==> src/rtl/segment_decode_mon.sv <==
// segment_decode_mon
//   Watches a 7-segment display drive bus, waits for a pattern to hold
//   steady for STABLE_CYCLES samples, decodes it to a hex digit (or blank /
//   error), and presents the result on a valid/ready output with overrun
//   tracking.
//
// Ports
//   clk          : single clock, rising edge
//   reset        : synchronous, active-high
//   seg_in[8:0]  : [6:0] segments a..g, [7] decimal point, [8] unused
//   out_valid    : a decoded result is held for the consumer
//   out_ready    : consumer takes the result this cycle
//   out_digit    : decoded hex value (0 for blank / error)
//   out_dp       : decimal point of the result
//   out_blank    : result is an all-off display
//   out_error    : result is not a recognised digit pattern
//   change_count : accepted pattern changes since reset (wraps)
//   overrun      : sticky, a result was replaced before it was consumed
module segment_decode_mon #(
    parameter int STABLE_CYCLES = 4,
    parameter int CNT_W         = 8
) (
    input  logic             clk,
    input  logic             reset,
    input  logic [8:0]       seg_in,
    output logic             out_valid,
    input  logic             out_ready,
    output logic [3:0]       out_digit,
    output logic             out_dp,
    output logic             out_blank,
    output logic             out_error,
    output logic [CNT_W-1:0] change_count,
    output logic             overrun
);

    localparam int SW = $clog2(STABLE_CYCLES + 1);
    localparam logic [SW-1:0] STAB_MAX = SW'(STABLE_CYCLES);

    typedef enum logic { TRACK  = 1'b0, LOCKED = 1'b1 } stab_st_e;
    typedef enum logic { EMPTY  = 1'b0, FULL   = 1'b1 } out_st_e;

    stab_st_e         stab_st_q;
    out_st_e          out_st_q;
    logic [7:0]       sample_q;
    logic [SW-1:0]    stab_cnt_q;
    logic [7:0]       last_q;
    logic             last_vld_q;
    logic [3:0]       digit_q;
    logic             dp_q;
    logic             blank_q;
    logic             error_q;
    logic [CNT_W-1:0] count_q;
    logic             overrun_q;

    logic             same;
    logic             lock_entry;
    logic             accept;
    logic             hit;
    logic [3:0]       dec_digit;
    logic [3:0]       digit_d;
    logic             dp_d;
    logic             blank_d;
    logic             error_d;

    always_comb begin
        // The incoming pin value is compared with the registered sample, so
        // stab_cnt_q counts how many consecutive edges captured the same value.
        same       = (seg_in[7:0] == sample_q);
        lock_entry = (stab_st_q == TRACK) && (stab_cnt_q == STAB_MAX);
        accept     = lock_entry && (!last_vld_q || (sample_q != last_q));

        hit       = 1'b1;
        dec_digit = 4'h0;
        case (sample_q[6:0])
            7'h3F: dec_digit = 4'h0;
            7'h06: dec_digit = 4'h1;
            7'h5B: dec_digit = 4'h2;
            7'h4F: dec_digit = 4'h3;
            7'h66: dec_digit = 4'h4;
            7'h6D: dec_digit = 4'h5;
            7'h7D: dec_digit = 4'h6;
            7'h07: dec_digit = 4'h7;
            7'h7F: dec_digit = 4'h8;
            7'h6F: dec_digit = 4'h9;
            7'h77: dec_digit = 4'hA;
            7'h7C: dec_digit = 4'hB;
            7'h39: dec_digit = 4'hC;
            7'h5E: dec_digit = 4'hD;
            7'h79: dec_digit = 4'hE;
            7'h71: dec_digit = 4'hF;
            default: hit = 1'b0;
        endcase

        digit_d = 4'h0;
        dp_d    = 1'b0;
        blank_d = 1'b0;
        error_d = 1'b0;
        if (hit) begin
            digit_d = dec_digit;
            dp_d    = sample_q[7];
        end else if (sample_q == 8'h00) begin
            blank_d = 1'b1;
        end else begin
            // Includes a lone decimal point (0x80).
            error_d = 1'b1;
            dp_d    = sample_q[7];
        end
    end

    always_ff @(posedge clk) begin
        if (reset) begin
            stab_st_q  <= TRACK;
            out_st_q   <= EMPTY;
            sample_q   <= 8'h00;
            stab_cnt_q <= '0;
            last_q     <= 8'h00;
            last_vld_q <= 1'b0;
            digit_q    <= 4'h0;
            dp_q       <= 1'b0;
            blank_q    <= 1'b0;
            error_q    <= 1'b0;
            count_q    <= '0;
            overrun_q  <= 1'b0;
        end else begin
            sample_q <= seg_in[7:0];

            // Stability tracker. On the lock edge the sample may already be
            // moving on; in that case restart tracking straight away so the
            // new value's first edge is not lost.
            case (stab_st_q)
                TRACK: begin
                    if (lock_entry) begin
                        stab_st_q  <= same ? LOCKED : TRACK;
                        stab_cnt_q <= same ? stab_cnt_q : SW'(1);
                    end else begin
                        stab_cnt_q <= same ? stab_cnt_q + SW'(1) : SW'(1);
                    end
                end
                LOCKED: begin
                    if (!same) begin
                        stab_st_q  <= TRACK;
                        stab_cnt_q <= SW'(1);
                    end
                end
                default: stab_st_q <= TRACK;
            endcase

            // Output slot.
            if (accept) begin
                last_q     <= sample_q;
                last_vld_q <= 1'b1;
                digit_q    <= digit_d;
                dp_q       <= dp_d;
                blank_q    <= blank_d;
                error_q    <= error_d;
                count_q    <= count_q + CNT_W'(1);
                if ((out_st_q == FULL) && !out_ready)
                    overrun_q <= 1'b1;
                out_st_q   <= FULL;
            end else if ((out_st_q == FULL) && out_ready) begin
                out_st_q <= EMPTY;
            end
        end
    end

    assign out_valid    = (out_st_q == FULL);
    assign out_digit    = digit_q;
    assign out_dp       = dp_q;
    assign out_blank    = blank_q;
    assign out_error    = error_q;
    assign change_count = count_q;
    assign overrun      = overrun_q;

endmodule
==> config.mk <==
export PLATFORM = sky130hd
export DESIGN_NAME = segment_decode_mon
export DESIGN_NICKNAME = d
export VERILOG_FILES = /design/src/rtl/segment_decode_mon.sv
export SDC_FILE = /design/constraint.sdc
export NUM_CORES = 1
export LEC_CHECK = 0
export ABC_AREA = 1
export BUFFER_PORTS_ARGS = -buffer_cell sky130_fd_sc_hd__buf_2
export CAP_MARGIN = 10
export CORE_UTILIZATION = 51
export CTS_CLUSTER_SIZE = 30
export DETAILED_ROUTE_END_ITERATION = 10
export PLACE_DENSITY = 0.74
export RECOVER_POWER = 25
export SYNTH_ARGS = -nofsm -noshare
export SYNTH_HDL_FRONTEND = slang
export SYNTH_SLANG_ARGS = --single-unit
==> constraint.sdc <==
create_clock -name clk -period 1.35 [get_ports clk]
set_input_delay 0.135 -clock clk [delete_from_list [all_inputs] [get_ports clk]]
set_output_delay 0.135 -clock clk [all_outputs]
set_load 0.03 [all_outputs]
==> results_dict.tcl, run 1 <==
set metrics [dict create \
    run_status "finished, violations left" \
    failed_checks "negative setup slack" \
    synth_xor_area_frac 0.0405 \
    post-place-cells 418 \
    postSynth.asyncResetShare 0 \
    first_iter_violations 101 \
    unrepaired_setup_endpoints_after_global_routing "true" \
    die_w_um 67.1 \
    final_max_slew_viol_count 0 \
    drt_first_pass_iters 4 \
    start_kind "flip-flop" \
    cp.required_ns 1.59 \
    synth_top_family_by_area "simple AND/OR/NAND/NOR gates" \
    ys_ff_latch 38 \
    criticalPathCategory "flip-flop to flip-flop" \
    arithmetic_cell_share_of_the_synthesized_area_counting_full_adders_half_adders_and_majority_gates 0.0174 \
    detail_route.drc_violations 0 \
    synth_top_flop_cell "dfxtp_1" \
    layout_common_cells "nand2_1, nor2_1, buf_4" \
    max_cap_viol_count 0 \
    post-synth-top-area-cell "dfxtp_1" \
    die_area_um2 4500 \
    finalHoldViolations 0 \
    total_power_uw 2230 \
    hold_path_startpoint "seg_in[4]" \
    post_drt_wl_per_cell_um 12.0 \
    synth-simple-area-share 0.386 \
    route.detailed.vias_per_inst 4.91 \
    setup.worst_path.start "sample_q[0]" \
    synth.cell_area_um2 2160 \
    ys_warn_count 0 \
    post-dp-hpwl_mm 3.66 \
    fin_nets 398 \
    clock_tree.root_cell "clkbuf_8" \
    pwr_density_cell_nw_per_um2 763 \
    post_synth_mux_area_share 0 \
    die_h_um 67.1 \
    fraction_of_the_yosys_area_taken_by_sequential_cells 0.352 \
    final_common_cell "nand2_1" \
    total_routing_resource_utilization_after_global_routing 0.252 \
    io_pins 29 \
    timing.fmax_ghz 0.705 \
    worst_slack_ns -0.0694 \
    detailed_route_via_count 2129 \
    cts-htree-levels 2 \
    max_slew_margin 0.802 \
    globalplace.congestion 0.942 \
    initial_utilization 0.536 \
    grt_pass1_wl_mm 8.38 \
    worstPathArrival_ns 1.66 \
    irDropWorstVdd_mv 0.609 \
    synth_top_cells_by_area "dfxtp_1, nand2_1, nor2_1" \
    core_region_area_um2 4030 \
    synth_largest_type_area_fraction 0.352 \
    antenna-diode-count 0 \
    grt_start_max_net_pins 22 \
    tritoncts_num_sinks 38 \
    leakage_uw 0.00140 \
    tritoncts.num_buffers 5 \
    setup_viol_count_final 23 \
    regToRegStartpoint "sample_q[0]" \
    finish.cell_count_without_fillers 434 \
    timing_worst_slew_pin_value_ns 0.297 \
    synthesis.area_per_instance_um2 6.86 \
    clk_latency_ns 0.30 \
    fin_skew_ns 0.00455 \
    first_global_vias 1967 \
    distinct_cell_type_count_after_synthesis 30 \
    period_needed_ns 1.42 \
    postSynthCellCount 315 \
    end_kind "flip-flop" \
    antenna_found_initial 0 \
    cts_tree "done" \
    area_growth_syn_to_layout_pct 35.0 \
    final_min_period_over_clock_period 1.05 \
    mappedNetlistNets 330 \
    cts_buffer_depth 2 \
    detail-route-antenna-nets 0 \
    placementRows 23 \
    count_of_input_and_output_buffers 27 \
    worstHoldPathType "primary input to flip-flop" \
    clkSlewWorstSetupHoldPaths_ns 0.08 \
    synth-edff-count 0 \
    critPathMaxFanout 8 \
    final_area_um2 2920 \
    placed_cell_area_um2 2570 \
    wirelength_mm 5.21 \
    drive_gt1_frac 0.440 \
    globalRouteOverflowTotal 0 \
    synth_compound_area_frac 0.0816 \
]
-- where the power goes --
| group | switching [uW] | internal (uW) | total [uW] |
|---|---|---|---|
| Combinational | 133 | 101 | 234 |
| Clock | 429 | 411 | 840 |
| Sequential | 19.9 | 1130 | 1150 |
| Total | 583 | 1640 | 2230 |
-- Yosys cell counts, drive strengths merged (2+ instances only) --
library cell	count
xor2	7
buf	7
xnor2	3
nand2	87
a21oi	16
nand4	6
inv	40
ha	3
nand3	23
nor2	65
nor3	3
clkinv	2
dfxtp	38
o21ai	11
clkbuf	3
-- registers in the layout (all words and copies together), names as in the netlist --
name	cells
change_count	8
last_q	8
sample_q	8
out_digit	4
stab_cnt_q	3
last_vld_q	1
out_blank	1
out_dp	1
out_error	1
out_valid	1
overrun	1
stab_st_q	1
-- final timing paths --
check                     end  slack, ns  cells past startpoint
setup / recovery    last_q[7]      -0.07                      9
hold / removal    sample_q[4]       0.06                      3
setup reg to reg    last_q[7]      -0.07                      9
hold reg to reg       overrun       0.46                      2
-- cell type report --
class / count / area [um2]
repair buffers: 69 / 495
clock buffers: 6 / 82.6
fillers: 346 / 1110
flip-flops and latches: 38 / 795
well taps: 50 / 62.6
repair inverters: 1 / 8.76
multi-input cells: 226 / 1280
inverters: 42 / 178
clock inverters: 2 / 12.5
-- per-stage QoR --
step	setup WS, ns	util	hold slack (ns)	TNS (ns)
2_1_floorplan	-0.0722	-	0.197	-0.544
3_3_place_gp	-0.0480	0.637	0.363	-0.747
3_5_place_dp	-0.0918	0.637	0.375	-1.60
4_1_cts	-0.0420	0.695	0.0662	-0.477
5_1_grt	-0.139	0.724	0.0767	-2.47
6_report	-0.0694	0.724	0.0644	-0.695
-- worst max-delay path, stage by stage, from the launching register on --
cell,delay (ns)
dfxtp_4,0.39
inv_2,0.07
nand2_2,0.07
nand3_4,0.08
nor2_4,0.13
nand3_4,0.14
nand2_8,0.17
buf_12,0.14
nand2_2,0.05
a21oi_2,0.11
-- what timing repair did --
item                                    CTS  global route
endpoints found under the hold margin     0             0
gates resized for setup                  36            36
buffers inserted                          4             2
cloned                                    1             1
endpoints found under the setup margin   28            28
hold buffers                              0             0
pin swaps                                 3             8
-- logic make-up (layout without fill, tap and decap cells) --
family / count (synthesis) / in the layout
simple gates: 184 / 185
flops: 38 / 38
compound gates: 28 / 28
buf+inv: 52 / 120
xor+xnor: 10 / 10
fa+ha+maj: 3 / 3
-- layer usage --
metal  GRT usage  up-vias  share of wire
met5           0        -              0
li1            -     1107              -
met1       0.299      976           0.44
met3      0.0479        8          0.034
met4       0.104        0          0.012
met2       0.436       38           0.51
Note: power is estimated with default switching activity, not from simulation.
==> run 2, diff against run 1 <==
TNS_END_PERCENT = 5   (was default)
==> run 2 against run 1 <==
The flow still finishes with violations (negative setup slack). Sequential share of layout area grew 0.33 points. Routed wire length shrank 0.38%. Utilization decreased by 2.3 points. Critical path type unchanged. Highest routed layer unchanged.
==> results_dict.tcl, run 2 (synthesis gave the netlist of run 1 again) <==
set metrics [dict create \
    clk_latency_ns 0.30 \
    clock_tree.root_cell "clkbuf_8" \
    fillerInstances 341 \
    detailed_route_via_count 2141 \
    antenna_found_initial 0 \
    detail-route-antenna-nets 0 \
    cts_tree "done" \
    criticalPathCategory "flip-flop to flip-flop" \
    cts_buffer_depth 2 \
    critPathMaxFanout 6 \
    cp.required_ns 1.59 \
    initial_utilization 0.536 \
    leakage_uw 0.00135 \
    cts_hold_buffers 0 \
    max_slew_margin 0.813 \
    setup_viol_count_final 23 \
    die_area_um2 4500 \
    wirelength_mm 5.19 \
    worstHoldPathType "primary input to flip-flop" \
    pwr_density_cell_nw_per_um2 920 \
    r2r_cells 10 \
    drive_gt1_frac 0.379 \
    tritoncts.num_buffers 5 \
    period_needed_ns 1.41 \
    final_max_slew_viol_count 0 \
    final_area_um2 2820 \
    post-place-cells 418 \
    irDropWorstVdd_mv 0.583 \
    count_of_input_and_output_buffers 27 \
    grt_start_max_net_pins 22 \
    io_pins 29 \
    fin_skew_ns 0.00496 \
    failed_checks "negative setup slack" \
    start_kind "flip-flop" \
    first_global_vias 1916 \
    layout_common_cells "nand2_1, nor2_1, inv_1" \
    unrepaired_setup_endpoints_after_global_routing "true" \
    core_region_area_um2 4030 \
    finalHoldViolations 0 \
    area_growth_syn_to_layout_pct 30.6 \
    tritoncts_num_sinks 38 \
    post-dp-hpwl_mm 3.50 \
    max_cap_viol_count 0 \
    antenna-diode-count 0 \
    fin_nets 394 \
    die_w_um 67.1 \
    fin_setup_tns_ns -0.779 \
    worstPathArrival_ns 1.64 \
    worst_slack_ns -0.0573 \
    run_status "finished, violations left" \
    timing.hold.worst_path_depth 3 \
    drt_first_pass_iters 4 \
    detail_route.drc_violations 0 \
    total_routing_resource_utilization_after_global_routing 0.248 \
    timing.fmax_ghz 0.711 \
    timing_worst_slew_pin_value_ns 0.280 \
    end_kind "flip-flop" \
    globalplace.congestion 0.948 \
    grt_pass1_wl_mm 8.31 \
    clkSlewWorstSetupHoldPaths_ns 0.07 \
    route.detailed.vias_per_inst 4.98 \
    globalRouteOverflowTotal 0 \
    post_drt_wl_per_cell_um 12.1 \
    placementRows 23 \
    final_min_period_over_clock_period 1.04 \
    final_common_cell "nand2_1" \
    cts-htree-levels 2 \
    placed_cell_area_um2 2540 \
    finish.cell_count_without_fillers 430 \
    first_iter_violations 93 \
    dpl_worst_slack_ns -0.119 \
    die_h_um 67.1 \
]
-- run 2: cell types whose count changed in the layout (fill, tap and decap cells not counted), sizes merged --
cell	previous run	this run
clkinvlp	1	0
buf	69	65
bufinv	0	2
inv	43	40
nand2	88	89
clkinv	1	2
-- run 2: path summary, 6_finish.rpt --
| check | startpoint | to | slack, ns |
|---|---|---|---|
| hold reg to reg | overrun | overrun | 0.45 |
| hold / removal | seg_in[2] | sample_q[2] | 0.06 |
| setup reg to reg | sample_q[2] | out_error | -0.06 |
| setup / recovery | sample_q[2] | out_error | -0.06 |
-- run 2: timing repair --
action	in CTS	in global routing
gates resized for setup	23	20
setup buffers	2	0
gates cloned	2	0
setup endpoints to repair	27	30
pin swaps	4	7
-- run 2: routing by layer --
metal / track usage / wire length (um) / vias up
li1: - / - / 1109
met5: 0 / 0 / -
met4: 0.101 / 100 / 0
met2: 0.440 / 2530 / 64
met1: 0.289 / 2320 / 956
met3: 0.0428 / 238 / 12
-- run 2: metrics by stage --
stage | total power, uW | hold WS (ns) | util
final | 2600 | 0.0629 | 0.701
after global routing | 2660 | 0.0721 | 0.701
after CTS | 2600 | 0.0610 | 0.689
after detailed placement | 1390 | 0.369 | 0.630
after global placement | 1390 | 0.364 | 0.630
after floorplan | 1300 | 0.197 | -
-- run 2: cell type report --
type | instances | area, um2 | area share
clock buffers | 6 | 82.6 | 0.0293
clock inverters | 2 | 60.1 | 0.0213
inverters | 42 | 171 | 0.0607
multi-input cells | 227 | 1220 | 0.432
flip-flops and latches | 38 | 778 | 0.276
well taps | 50 | 62.6 | 0.0222
repair buffers | 65 | 448 | 0.159
-- run 2: critical path, stage by stage, from the launching register on --
cell	delay, ns
dfxtp_2	0.36
buf_4	0.14
inv_1	0.12
nor2_1	0.06
nand2_1	0.08
nor2_1	0.06
nor2_1	0.13
nand2_1	0.07
nor2_1	0.12
nand3_1	0.09
a21oi_2	0.12
-- run 2: power by group --
part	total [uW]	internal [uW]	switching [uW]
sequential	1150	1130	17.9
clock	1210	788	421
combinational	235	100	134
==> run 3, diff against run 2 <==
CORE_UTILIZATION = 35   (was 51)
PLACE_DENSITY = 0.54   (was 0.74)
==> run 3 against run 2 <==
The flow still finishes with violations (negative setup slack). Largest power group is now sequential cells. Clock skew increased by 0.0039 ns. Fmax decreased by 0.24%. Design area increased by 3.6%. Sequential power about the same. Worst setup slack got worse by 0.0034 ns. Clock power decreased by 31%. Routed wire length increased by 4.5%. Total power decreased by 14%.
==> results_dict.tcl, run 3 (synthesis gave the netlist of run 1 again) <==
set metrics [dict create \
    start_kind "flip-flop" \
    clk_latency_ns 0.30 \
    worst_slack_ns -0.0606 \
    count_of_input_and_output_buffers 27 \
    finalHoldViolations 0 \
    cts-htree-levels 2 \
    layout_common_cells "nand2_1, nor2_1, buf_4" \
    run_status "finished, violations left" \
    post-place-cells 453 \
    crit_top_cell "nor2_1" \
    clkSlewWorstSetupHoldPaths_ns 0.08 \
    placed_cell_area_um2 2660 \
    worstPathArrival_ns 1.63 \
    critical-path-max-stage-delay_ns 0.33 \
    timing.hold.worst_path_depth 3 \
    post-dp-hpwl_mm 4.02 \
    cp.required_ns 1.57 \
    globalRouteMet3Util 0.0318 \
    pwr_density_cell_nw_per_um2 763 \
    globalRoute.busiestLayer "met2" \
    io_pins 29 \
    final_min_period_over_clock_period 1.04 \
    cts_buffer_depth 2 \
    area_growth_syn_to_layout_pct 35.4 \
    core_region_area_um2 5920 \
    die_w_um 80.6 \
    max_slew_margin 0.791 \
    timing.rr.end "last_q[7]" \
    tritoncts.num_buffers 5 \
    critical_path.slowest_cell "dfxtp_2" \
    end_kind "flip-flop" \
    detail_route.drc_violations 0 \
    globalRouteOverflowTotal 0 \
    global_route.usage.met2 0.308 \
    first_iter_violations 56 \
    drt_first_pass_iters 4 \
    fin_nets 405 \
    die_area_um2 6490 \
    fillerInstances 639 \
    tritoncts_num_sinks 38 \
    period_needed_ns 1.41 \
    grt_start_max_net_pins 22 \
    die_h_um 80.6 \
    hold_path_startpoint "seg_in[2]" \
    detail-route-antenna-nets 0 \
    total_routing_resource_utilization_after_global_routing 0.184 \
    cts_tree "done" \
    final_area_um2 2930 \
    unrepaired_setup_endpoints_after_global_routing "true" \
    critPathBufInv 2 \
    timing.hold.worst_endpoint "sample_q[2]" \
    max_cap_viol_count 0 \
    finish.cell_count_without_fillers 466 \
    leakage_uw 0.00138 \
    timing_worst_slew_pin_value_ns 0.314 \
    grt_pass1_wl_mm 8.98 \
    detailed_route_via_count 2084 \
    globalplace.congestion 0.849 \
    first_global_vias 1950 \
    critPathMaxFanout 7 \
    failed_checks "negative setup slack" \
    placementRows 28 \
    initial_utilization 0.365 \
    timing.fmax_ghz 0.709 \
    final_max_slew_viol_count 0 \
    antenna-diode-count 0 \
    critical_path_depth 10 \
    wirelength_mm 5.42 \
    regToRegStartpoint "sample_q[7]" \
    r2r_cells 10 \
    antenna_found_initial 0 \
    irDropWorstVdd_mv 0.325 \
    post_drt_wl_per_cell_um 11.6 \
    timing.critical_path.max_delay_family "simple AND/OR/NAND/NOR gates" \
    setup_viol_count_final 19 \
    r2r_setup_slack_ns -0.06 \
    fin_skew_ns 0.00881 \
    route.detailed.vias_per_inst 4.47 \
    clock_tree.root_cell "clkbuf_8" \
    worstHoldPathType "primary input to flip-flop" \
    crit_chain "inv_2, nor2_1, nor2_1, nand2_1, nor2_2, nand3_4, nand2_8, buf_12, nand2_2, a21oi_2" \
    total_power_uw 2230 \
    final_common_cell "nand2_1" \
    hold_slack_ns 0.0605 \
    drive_gt1_frac 0.396 \
    grt_util_met1 0.227 \
    criticalPathCategory "flip-flop to flip-flop" \
]
## run 3: final cells by class
cell class              count  area (um2)  share of cell area
well taps                  75        93.8              0.0321
clock inverters             1        5.00             0.00171
clock buffers               7        86.3              0.0295
flip-flops and latches     38         782               0.267
repair buffers             76         534               0.183
inverters                  42         174              0.0595
multi-input cells         227        1250               0.427
## run 3: worst register-to-register path: stages, from the launching register on
cell	delay [ns]
dfxtp_2	0.33
inv_2	0.05
nor2_1	0.04
nor2_1	0.12
nand2_1	0.08
nor2_2	0.16
nand3_4	0.14
nand2_8	0.13
buf_12	0.13
nand2_2	0.05
a21oi_2	0.12
## run 3: report_power, final
group | switching [uW] | internal, uW
sequential | 19.1 | 1130
clock | 417 | 413
combinational | 137 | 111
total | 574 | 1660
## run 3: how the worst max path moves through the flow
stage | endpoint | startpoint
floorplan | last_q[5] | sample_q[3]
global placement | out_error | sample_q[3]
detailed placement | out_error | sample_q[3]
CTS | last_q[7] | sample_q[3]
global route | last_q[1] | sample_q[7]
finish | last_q[7] | sample_q[7]
## run 3: metal layers
layer / vias to the layer above / part of all wire / routed length, um
li1: 1127 / - / -
met1: 917 / 0.49 / 2640
met2: 29 / 0.47 / 2530
met3: 11 / 0.026 / 142
met4: 0 / 0.020 / 107
met5: - / 0 / 0
## run 3: per-stage QoR
| stage | setup TNS, ns | util | worst slack, ns |
|---|---|---|---|
| after floorplan | -0.694 | - | -0.0762 |
| after global placement | -2.97 | 0.448 | -0.180 |
| after detailed placement | -3.59 | 0.448 | -0.170 |
| after CTS | -0.956 | 0.490 | -0.0660 |
| after global routing | -3.23 | 0.494 | -0.155 |
| final | -0.493 | 0.494 | -0.0606 |
## run 3: repair_timing
action,4_1_cts,5_1_grt
gates cloned,2,0
endpoints found under the setup margin,29,30
hold buffers,0,0
gates resized for setup,32,15
buffers inserted,3,0
pin swaps,8,12
